--- src/rtl/conv_pe_mac.sv ---
// ============================================================================
//  Module   : conv_pe_mac
//  Purpose  : Streaming convolution PE. It accumulates KERNEL_SIZE signed
//             feature x weight products, then rounds, rescales, adds bias and
//             saturates. The result is held in a one-entry valid/ready register.
//  Options  : define CONV_PE_RELU_EN to clamp negative results to zero.
//  Revision : 1.0 - initial release
// ============================================================================
`default_nettype none

module conv_pe_mac #(
  parameter int DATA_W      = 16,
  parameter int FRAC_W      = 10,
  parameter int KERNEL_SIZE = 9,
  parameter int ACC_W       = 2*DATA_W + $clog2(KERNEL_SIZE) + 1
) (
  input  logic                     clk,
  input  logic                     n_reset,
  input  logic                     start,
  input  logic                     in_valid,
  output logic                     in_ready,
  input  logic signed [DATA_W-1:0] input_featuremap,
  input  logic signed [DATA_W-1:0] weight,
  input  logic signed [DATA_W-1:0] bias,
  output logic                     out_valid,
  input  logic                     out_ready,
  output logic signed [DATA_W-1:0] output_featuremap,
  output logic                     sat
);

  localparam int CNT_W  = (KERNEL_SIZE > 1) ? $clog2(KERNEL_SIZE) : 1;
  localparam int PROD_W = 2*DATA_W;
  localparam int SUM_W  = ACC_W + 1;

  localparam logic [CNT_W-1:0]        LAST_CNT = CNT_W'(KERNEL_SIZE - 1);
  localparam logic signed [SUM_W-1:0] HALF     = SUM_W'(1) << (FRAC_W - 1);
  localparam logic signed [SUM_W-1:0] MAX_V    = {{(SUM_W-DATA_W+1){1'b0}}, {(DATA_W-1){1'b1}}};
  localparam logic signed [SUM_W-1:0] MIN_V    = {{(SUM_W-DATA_W+1){1'b1}}, {(DATA_W-1){1'b0}}};

  logic [CNT_W-1:0]         r_cnt;
  logic signed [ACC_W-1:0]  r_acc;
  logic                     r_out_valid;
  logic signed [DATA_W-1:0] r_out_data;
  logic                     r_sat;

  logic                     w_in_ready;
  logic                     w_accept;
  logic                     w_last;
  logic signed [PROD_W-1:0] w_prod;
  logic signed [ACC_W-1:0]  w_prod_ext;
  logic signed [ACC_W-1:0]  w_total;
  logic signed [SUM_W-1:0]  w_total_ext;
  logic signed [SUM_W-1:0]  w_round_sum;
  logic signed [SUM_W-1:0]  w_shifted;
  logic signed [SUM_W-1:0]  w_bias_ext;
  logic signed [SUM_W-1:0]  w_biased;
  logic signed [DATA_W-1:0] w_clip;
  logic                     w_sat;
  logic signed [DATA_W-1:0] w_result;

  // Reset gating keeps in_ready low while n_reset is held, even with start high.
  assign w_in_ready = n_reset & start & ~(r_out_valid & ~out_ready);
  assign w_accept   = in_valid & w_in_ready;
  assign w_last     = (r_cnt == LAST_CNT);

  assign w_prod      = input_featuremap * weight;
  assign w_prod_ext  = {{(ACC_W-PROD_W){w_prod[PROD_W-1]}}, w_prod};
  assign w_total     = r_acc + w_prod_ext;
  assign w_total_ext = {w_total[ACC_W-1], w_total};
  assign w_round_sum = w_total_ext + HALF;
  assign w_shifted   = w_round_sum >>> FRAC_W;
  assign w_bias_ext  = {{(SUM_W-DATA_W){bias[DATA_W-1]}}, bias};
  assign w_biased    = w_shifted + w_bias_ext;

  always_comb begin
    w_sat  = 1'b0;
    w_clip = w_biased[DATA_W-1:0];
    if (w_biased > MAX_V) begin
      w_sat  = 1'b1;
      w_clip = MAX_V[DATA_W-1:0];
    end else if (w_biased < MIN_V) begin
      w_sat  = 1'b1;
      w_clip = MIN_V[DATA_W-1:0];
    end
  end

`ifdef CONV_PE_RELU_EN
  assign w_result = w_clip[DATA_W-1] ? '0 : w_clip;
`else
  assign w_result = w_clip;
`endif

  always_ff @(posedge clk or negedge n_reset) begin
    if (!n_reset) begin
      r_cnt       <= '0;
      r_acc       <= '0;
      r_out_valid <= 1'b0;
      r_out_data  <= '0;
      r_sat       <= 1'b0;
    end else begin
      if (!start) begin
        r_cnt <= '0;
        r_acc <= '0;
      end else if (w_accept) begin
        if (w_last) begin
          r_cnt <= '0;
          r_acc <= '0;
        end else begin
          r_cnt <= r_cnt + CNT_W'(1);
          r_acc <= w_total;
        end
      end

      // A final beat may reload the register on the same edge it drains.
      if (w_accept && w_last) begin
        r_out_valid <= 1'b1;
        r_out_data  <= w_result;
        r_sat       <= w_sat;
      end else if (r_out_valid && out_ready) begin
        r_out_valid <= 1'b0;
      end
    end
  end

  assign in_ready          = w_in_ready;
  assign out_valid         = r_out_valid;
  assign output_featuremap = r_out_data;
  assign sat               = r_sat;

endmodule

`default_nettype wire

--- config.mk ---
export PLATFORM = sky130hd
export DESIGN_NAME = conv_pe_mac
export DESIGN_NICKNAME = d
export VERILOG_FILES = /design/src/rtl/conv_pe_mac.sv
export SDC_FILE = /design/constraint.sdc
export NUM_CORES = 1
export LEC_CHECK = 0
export BUFFER_PORTS_ARGS = -buffer_cell sky130_fd_sc_hd__buf_2
export CELL_PAD_IN_SITES_DETAIL_PLACEMENT = 0
export CELL_PAD_IN_SITES_GLOBAL_PLACEMENT = 1
export CORE_MARGIN = 2
export CORE_UTILIZATION = 35
export CTS_CLUSTER_DIAMETER = 200
export DETAILED_ROUTE_END_ITERATION = 8
export GPL_TIMING_DRIVEN = 0
export PLACE_DENSITY_LB_ADDON = 0.05
export SKIP_CTS_REPAIR_TIMING = 1
export SYNTH_ARGS = -nofsm -noshare
export SYNTH_HDL_FRONTEND = slang
export SYNTH_SLANG_ARGS = --single-unit
--- constraint.sdc ---
create_clock -name clk -period 11.8 [get_ports clk]
set_input_delay 1.77 -clock clk [delete_from_list [all_inputs] [get_ports clk]]
set_output_delay 1.77 -clock clk [all_outputs]
set_load 0.05 [all_outputs]
==> results of run 1 <==
==> cells by family (layout without fill, tap and decap cells) <==
group	Yosys count	count (layout)
fa+ha+maj	462	462
buf+inv	462	543
mux	6	6
xor+xnor	69	69
simple gates	569	569
compound gates	316	316
other cells	0	1
flops	59	59
==> cell type report <==
type                       count  area [um^2]
fill                        5087        29800
multi-input combinational   1422        14100
sequential                    59         1480
inverter                     389         1460
tap                          622          778
timing repair buffer          77          403
buffer                        61          293
clock buffer                   9          225
clock inverter                 7         76.3
antenna                        1         2.50
==> layout by cell type (no fill, tap or decap), drive strengths merged, types with 8 or more instances in the layout <==
cell type and count:
a21oi 73, and3 16, nand2 199, a221o 19
and4 8, a31oi 9, dfrtp 59, and2 141
a211oi 12, xnor2 40, ha 143, a22o 23
o21a 15, nor2b 8, o211ai 10, or3 11
xor2 29, nand4 22, nand3 26, fa 319
nand2b 10, nor3 23, o21bai 8, inv 390
a21o 21, clkbuf 61, o21ai 68, buf 86
nor4 15, nor2 67
==> metal layers <==
metal  GRT usage, %  up-vias  wire length [um]
li1               -     6405                 -
met1           30.2     6895             24200
met2           37.5      218             26100
met3           1.85       39              1510
met4           3.89        0               739
met5              0        -                 0
==> registers in the layout, indices dropped and copies added (netlist names) <==
register,count
r_cnt,4
output_featuremap,16
r_acc,37
sat,1
out_valid,1
==> stage by stage <==
stage / hold WS, ns / utilization, % / cells / setup TNS [ns]
finish: 0.487 / 38.8 / 2647 / 0
global route: 0.510 / 38.8 / 2646 / -0.728
CTS: 0.494 / 38.2 / 2652 / -13.22
detailed placement: 0.480 / 37.6 / 2636 / -18.27
global placement: 0.472 / 37.6 / 2636 / -18.83
floorplan: 0.455 / - / 1943 / 0
==> worst max-delay path: cells and delay by family <==
kind / cells / cell delay, ns
fa+ha+maj: 8 / 3.85
compound gates: 9 / 2.44
simple gates: 7 / 1.77
buf+inv: 9 / 1.64
xor+xnor: 1 / 0.18
==> final timing paths <==
check / from / endpoint / slack (ns) / depth (start not counted)
worst max-delay path: input_featuremap[11] / output_featuremap[12] / 0.38 / 34
worst min-delay path: output_featuremap[15] / output_featuremap[15] / 0.49 / 1
worst max register to register: r_acc[8] / output_featuremap[12] / 2.75 / 30
worst min register to register: output_featuremap[15] / output_featuremap[15] / 0.49 / 1
max in group asynchronous: n_reset / r_acc[27] / 9.64 / 1
min in group asynchronous: n_reset / output_featuremap[15] / 1.50 / 1
==> results.py, run 1 <==
metrics = {
    "yosys": {
        "synth_area_um2": 17200,
        "synthMuxAreaShare_pct": 0.364,
        "netlist_top_cells_area": "fa_1, ha_1, dfrtp_1, inv_1, and2_1",
        "ys.flop_type": "dfrtp_1",
        "postSynthAreaPerCell_um2": 8.84,
        "synth_fa_ha_area_share_pct": 47.6,
        "synth_common_cells": "inv_1, fa_1, nand2_1, ha_1, and2_1",
        "synth_top_family_by_area": "adder cells",
        "synth_nets": 2458,
        "synthArstFlopShare_pct": 100,
        "yosys.area.top_type_share_pct": 37.2,
        "yosys.area_share.simple_pct": 17.1,
        "synth_warnings": 0,
        "synthCells": 1943,
        "synth_edf_count": 0,
        "synth_xor_area_share_pct": 3.52,
        "ys_ff_latch": 59,
        "yosysMostFrequentCell": "inv_1",
        "synth_compound_area_share_pct": 12.6,
        "ys_seq_area_share_pct": 8.60,
        "ys_types": 79,
        "yosysTopAreaCell": "fa_1",
    },
    "global_route": {
        "grt_pass1_vias": 14400,
        "antenna_found_initial": 2,
        "grt_pass1_wl_mm": 84.3,
        "track_usage_pct": 21.8,
        "grt_overflow": 0,
        "grt_max_degree": 62,
    },
    "critical_path": {
        "cp.arrival_ns": 11.70,
        "cp_slowest_cell": "fa_1",
        "critPathMaxStageDelay_ns": 0.54,
        "setup.worst_path.class": "in2reg",
        "worstSetupStartpointType": "primary input",
        "required_ns": 12.08,
        "setup.worst_path.end_class": "flip-flop",
        "crit_path_max_fanout": 10,
        "cpMostUsedCell": "fa_1",
    },
    "die": {
        "core_um2": 48600,
        "die_h_um": 225,
        "io-pin-count": 72,
        "start_util_pct": 35.3,
        "fp.dieArea_um2": 50800,
        "die_w_um": 225,
        "rows": 81,
    },
    "timing": {
        "slew_headroom_pct": 37.7,
        "setup_viol": 0,
        "tightest_slew_ns": 0.927,
        "skew_ns": 0.00564,
        "finalCritPeriodShare_pct": 96.8,
        "finalHoldViolCount": 0,
        "max_clock_freq_ghz": 0.0876,
        "period_minus_slack_ns": 11.42,
        "setup_ws_ns": 0.381,
        "slew_viol_final": 0,
    },
    "drt": {
        "vias_per_cell": 5.12,
        "ant_nets": 0,
        "drt_pre_antenna_iters": 5,
        "drcViolationCount": 0,
        "first_iter_violations": 714,
        "vias": 13600,
        "routed_wl_mm": 52.6,
        "detail_route.wl_per_cell_um": 19.9,
    },
    "worst_hold_path": {
        "hp-class": "reg2reg",
    },
    "clock_network": {
        "clkSlewWorstSetupHoldPaths_ns": 0.06,
        "cts_tree": "yes",
        "clock_latency_ns": 0.35,
        "cts_root_buf": "clkbuf_16",
        "clockBufferDepth": 2,
        "clock-sinks": 59,
        "htreeDepth": 3,
        "cts_buffers": 9,
    },
    "placement": {
        "port_buffers": 71,
        "place_ws_ns": -1.23,
        "dpl.hpwl_mm": 45.9,
        "gp_congestion": 0.842,
        "place_area_um2": 18300,
    },
    "finish": {
        "syn_to_final_growth_pct": 9.86,
        "finalNetCount": 2534,
        "drive_gt1_share_pct": 8.94,
        "final_cell_area_um2": 18900,
    },
    "status": {
        "status": "finished, final reports clean",
    },
    "run": {
        "maxCapViolCount": 0,
    },
}
Power of run 1 is left out: the tool's default activity adds up to more than one toggle a clock period on the data nets, which glitch-free logic cannot reach.
==> run 2: changes to the inputs <==
--- a/config.mk
+++ b/config.mk
@@ -5,13 +5,13 @@
 export SDC_FILE = /design/constraint.sdc
 export NUM_CORES = 1
 export LEC_CHECK = 0
-export BUFFER_PORTS_ARGS = -buffer_cell sky130_fd_sc_hd__buf_2
 export CELL_PAD_IN_SITES_DETAIL_PLACEMENT = 0
 export CELL_PAD_IN_SITES_GLOBAL_PLACEMENT = 1
 export CORE_MARGIN = 2
 export CORE_UTILIZATION = 35
 export CTS_CLUSTER_DIAMETER = 200
 export DETAILED_ROUTE_END_ITERATION = 8
+export DONT_BUFFER_PORTS = 1
 export GPL_TIMING_DRIVEN = 0
 export PLACE_DENSITY_LB_ADDON = 0.05
 export SKIP_CTS_REPAIR_TIMING = 1
==> run 2 against run 1 <==
Routed wire length up 1.5%; maximum frequency is 1.3% higher; design area down 2.2%; sequential share of layout area grew 0.18 points; critical path depth grew 2; critical path type unchanged; largest cell class unchanged.
==> results.py, run 2 (synthesis results as in run 1) <==
metrics = {
    "global_route": {
        "grt_max_degree": 62,
        "grt_pass1_wl_mm": 84.8,
        "grt_pass1_vias": 14200,
        "track_usage_pct": 22.1,
        "antenna_found_initial": 2,
        "grt_overflow": 0,
    },
    "timing": {
        "period_minus_slack_ns": 11.27,
        "setup_viol": 0,
        "slew_viol_final": 0,
        "finalHoldViolCount": 0,
        "slew_headroom_pct": 44.6,
        "skew_ns": 0.00528,
        "tightest_slew_ns": 0.825,
        "finalCritPeriodShare_pct": 95.5,
        "max_clock_freq_ghz": 0.0887,
    },
    "die": {
        "start_util_pct": 35.3,
        "core_um2": 48600,
        "die_h_um": 225,
        "io-pin-count": 72,
        "rows": 81,
        "die_w_um": 225,
        "fp.dieArea_um2": 50800,
    },
    "critical_path": {
        "crit_path_end": "output_featuremap[13]",
        "worstSetupStartpointType": "primary input",
        "r2r_cells": 32,
        "required_ns": 12.03,
        "r2r_start": "r_acc[15]",
        "cp.arrival_ns": 11.50,
        "setup.worst_path.end_class": "flip-flop",
        "setup.worst_path.class": "in2reg",
        "crit_path_max_fanout": 10,
        "worst-r2r-setup-slack_ns": 2.66,
        "cpMostUsedCell": "fa_1",
        "cp_slowest_cell": "fa_1",
        "r2r-end": "output_featuremap[13]",
        "startpoint": "weight[1]",
        "critPathMaxStageDelay_ns": 0.53,
    },
    "drt": {
        "vias_per_cell": 5.18,
        "routed_wl_mm": 53.4,
        "drt_pre_antenna_iters": 5,
        "ant_nets": 0,
        "first_iter_violations": 583,
        "drcViolationCount": 0,
        "vias": 13400,
        "detail_route.wl_per_cell_um": 20.7,
    },
    "clock_network": {
        "cts_root_buf": "clkbuf_16",
        "clockBufferDepth": 2,
        "cts_buffers": 9,
        "htreeDepth": 3,
        "clock-sinks": 59,
        "clock_latency_ns": 0.35,
        "clkSlewWorstSetupHoldPaths_ns": 0.06,
        "cts_tree": "yes",
    },
    "finish": {
        "fin_util_pct": 37.9,
        "layout_common_cells": "inv_1, fa_1, nand2_1",
        "drive_gt1_share_pct": 5.06,
        "num_antenna_cells": 0,
        "finalNetCount": 2468,
        "top_register": "r_acc",
        "syn_to_final_growth_pct": 7.43,
        "final_common_cell": "inv_1",
        "largest_register_ffs": 37,
    },
    "placement": {
        "port_buffers": 0,
        "dpl.hpwl_mm": 46.3,
        "gp_congestion": 0.828,
    },
    "worst_hold_path": {
        "worstHoldPathCells": 2,
        "hp-class": "reg2reg",
    },
    "status": {
        "status": "finished, final reports clean",
    },
    "run": {
        "maxCapViolCount": 0,
    },
}
[run 2: cell types whose count changed in the layout (fill, tap and decap cells not counted), moves of 2 or more]
cell      delta
buf_2       -72
clkbuf_4     -7
clkbuf_2     +9
a21oi_2      -4
o21ai_0      +2
a21oi_1      +4
buf_4        -2
clkbuf_1     +5
[run 2: stage by stage]
| step | worst slack [ns] | hold WS [ns] | instance area, um^2 | instances | TNS (ns) |
|---|---|---|---|---|---|
| after floorplan | 1.20 | 0.455 | 17200 | 1943 | 0 |
| after global placement | -1.00 | 0.488 | 17900 | 2565 | -14.36 |
| after detailed placement | -1.06 | 0.485 | 17900 | 2565 | -15.32 |
| after CTS | -0.733 | 0.498 | 18200 | 2581 | -10.07 |
| after global routing | -0.0121 | 0.539 | 18400 | 2580 | -0.0457 |
| final | 0.531 | 0.488 | 18400 | 2580 | 0 |
[run 2: layout make-up]
cell class | instances | area, um^2
clock inverter | 7 | 76.3
buffer | 67 | 298
inverter | 389 | 1460
timing repair buffer | 5 | 37.5
fill | 5132 | 30200
tap | 622 | 778
clock buffer | 9 | 225
multi-input combinational | 1422 | 14100
sequential | 59 | 1480
[run 2: worst min-delay path by stage]
| stage | from | end | slack (ns) |
|---|---|---|---|
| final | r_acc[8] | r_acc[8] | 0.49 |
| after global routing | r_acc[23] | r_acc[23] | 0.54 |
| after CTS | r_acc[21] | r_acc[21] | 0.50 |
| after detailed placement | r_acc[21] | r_acc[21] | 0.48 |
| after global placement | r_acc[21] | r_acc[21] | 0.49 |
| after floorplan | r_acc[8] | r_acc[8] | 0.46 |
[run 2: layer usage]
metal / part of all wire [%] / wire (um) / global-route usage (%)
met3: 3.2 / 1700 / 2.03
met4: 1.6 / 860 / 4.08
met5: 0 / 0 / 0
met2: 50 / 26500 / 38.2
met1: 46 / 24300 / 30.4
[run 2: worst max-delay path: cells and delay by family]
| kind | cells | cell delay, ns |
|---|---|---|
| AOI/OAI and AO/OA | 9 | 2.36 |
| xor gates and xnor gates | 2 | 0.38 |
| adders and majority gates | 8 | 3.74 |
| buffers and inverters | 9 | 1.21 |
| and+or+nand+nor | 8 | 2.03 |
Power of run 2 is left out for the same reason.
==> run 3: changes to the inputs <==
--- a/config.mk
+++ b/config.mk
@@ -15,6 +15,7 @@
 export GPL_TIMING_DRIVEN = 0
 export PLACE_DENSITY_LB_ADDON = 0.05
 export SKIP_CTS_REPAIR_TIMING = 1
+export SLEW_MARGIN = 20
 export SYNTH_ARGS = -nofsm -noshare
 export SYNTH_HDL_FRONTEND = slang
 export SYNTH_SLANG_ARGS = --single-unit
==> constraint.sdc (replaced) <==
create_clock -name clk -period 12.13 [get_ports clk]
set_input_delay 1.8195 -clock clk [delete_from_list [all_inputs] [get_ports clk]]
set_output_delay 1.8195 -clock clk [all_outputs]
set_load 0.05 [all_outputs]
==> run 3 against run 2 <==
Register-to-register slack better by 0.07 ns; global-route usage unchanged; critical path depth grew 1; via count is essentially flat; critical path type unchanged.
==> results.py, run 3 (synthesis results as in run 1) <==
metrics = {
    "status": {
        "status": "finished, final reports clean",
    },
    "critical_path": {
        "cp.arrival_ns": 11.87,
        "setup.worst_path.class": "in2reg",
        "setup.worst_path.end_class": "flip-flop",
        "cp_slowest_cell": "fa_1",
        "worstSetupStartpointType": "primary input",
        "worst-r2r-setup-slack_ns": 2.73,
        "timing.critical_path.buf_inv": 10,
        "cpMostUsedCell": "fa_1",
        "critPathTopFamily": "adder cells",
        "required_ns": 12.42,
        "crit_path_max_fanout": 10,
        "critPathMaxStageDelay_ns": 0.53,
    },
    "global_route": {
        "grt_pass1_wl_mm": 84.8,
        "top_usage_layer": "met2",
        "grt_max_degree": 62,
        "antenna_found_initial": 2,
        "grt_overflow": 0,
        "grt_use_met2_pct": 38.2,
        "track_usage_pct": 22.1,
        "gr-usage-met3_pct": 2.03,
        "met1_usage_pct": 30.4,
        "grt_pass1_vias": 14200,
    },
    "timing": {
        "tns_ns": 0,
        "finalHoldViolCount": 0,
        "tightest_slew_ns": 0.835,
        "finalCritPeriodShare_pct": 95.4,
        "setup_viol": 0,
        "max_clock_freq_ghz": 0.0864,
        "period_minus_slack_ns": 11.58,
        "slew_headroom_pct": 43.4,
        "slew_viol_final": 0,
        "skew_ns": 0.00632,
    },
    "placement": {
        "gp_congestion": 0.828,
        "port_buffers": 0,
        "dpl.cell_count": 2565,
        "dpl.hpwl_mm": 46.3,
        "place_area_um2": 17900,
    },
    "die": {
        "core_um2": 48600,
        "io-pin-count": 72,
        "die_w_um": 225,
        "fp.dieArea_um2": 50800,
        "start_util_pct": 35.3,
        "die_h_um": 225,
        "rows": 81,
    },
    "finish": {
        "fillers": 5136,
        "largest_register_ffs": 37,
        "syn_to_final_growth_pct": 7.11,
        "final_cell_area_um2": 18400,
        "finalNetCount": 2470,
        "drive_gt1_share_pct": 4.44,
        "top_register": "r_acc",
        "fin_util_pct": 37.8,
        "num_antenna_cells": 0,
        "fin_cells": 2582,
        "layout_common_cells": "inv_1, fa_1, nand2_1",
        "final_common_cell": "inv_1",
    },
    "clock_network": {
        "cts_root_buf": "clkbuf_16",
        "cts_buffers": 9,
        "clkSlewWorstSetupHoldPaths_ns": 0.06,
        "clock-sinks": 59,
        "htreeDepth": 3,
        "clock_latency_ns": 0.36,
        "cts_tree": "yes",
        "clockBufferDepth": 2,
    },
    "drt": {
        "vias": 13400,
        "routed_wl_mm": 53.2,
        "drcViolationCount": 0,
        "drt_pre_antenna_iters": 5,
        "detail_route.wl_per_cell_um": 20.6,
        "first_iter_violations": 637,
        "vias_per_cell": 5.17,
        "ant_nets": 0,
    },
    "worst_hold_path": {
        "hp-class": "reg2reg",
    },
    "run": {
        "maxCapViolCount": 0,
    },
}
-- run 3: worst paths after layout --
kind / start / endpoint / depth (start not counted)
worst max-delay path: weight[1] / output_featuremap[13] / 37
worst min-delay path: r_acc[8] / r_acc[8] / 2
worst max register to register: r_acc[15] / output_featuremap[13] / 33
worst min register to register: r_acc[8] / r_acc[8] / 2
max in group asynchronous: n_reset / r_acc[31] / 0
min in group asynchronous: n_reset / output_featuremap[15] / 0
-- run 3: tightest hold or removal path, stage by stage, from the launching register on --
cell and delay, ns:
dfrtp_1 0.35, nand2_1 0.05, o31ai_1 0.05
-- run 3: layout make-up --
type	instances	area, um^2	area share [%]
inverter	389	1460	7.94
timing repair buffer	4	30.0	0.163
tap	622	778	4.23
clock inverter	7	76.3	0.415
buffer	70	307	1.67
multi-input combinational	1422	14000	76.3
sequential	59	1480	8.03
clock buffer	9	225	1.22
-- run 3: routing by layer --
layer / part of all wire, % / wire, um / vias up
met2: 50 / 26400 / 225
met5: 0 / 0 / -
met4: 1.6 / 869 / 0
met3: 3.0 / 1570 / 41
met1: 46 / 24400 / 6809
li1: - / - / 6283
-- run 3: per-stage QoR --
stage	setup slack (ns)	hold slack [ns]
floorplan	1.48	0.455
global route	-0.0197	0.539
finish	0.553	0.488
detailed placement	-0.777	0.485
global placement	-0.722	0.488
CTS	-0.453	0.498
Power of run 3 is left out for the same reason.
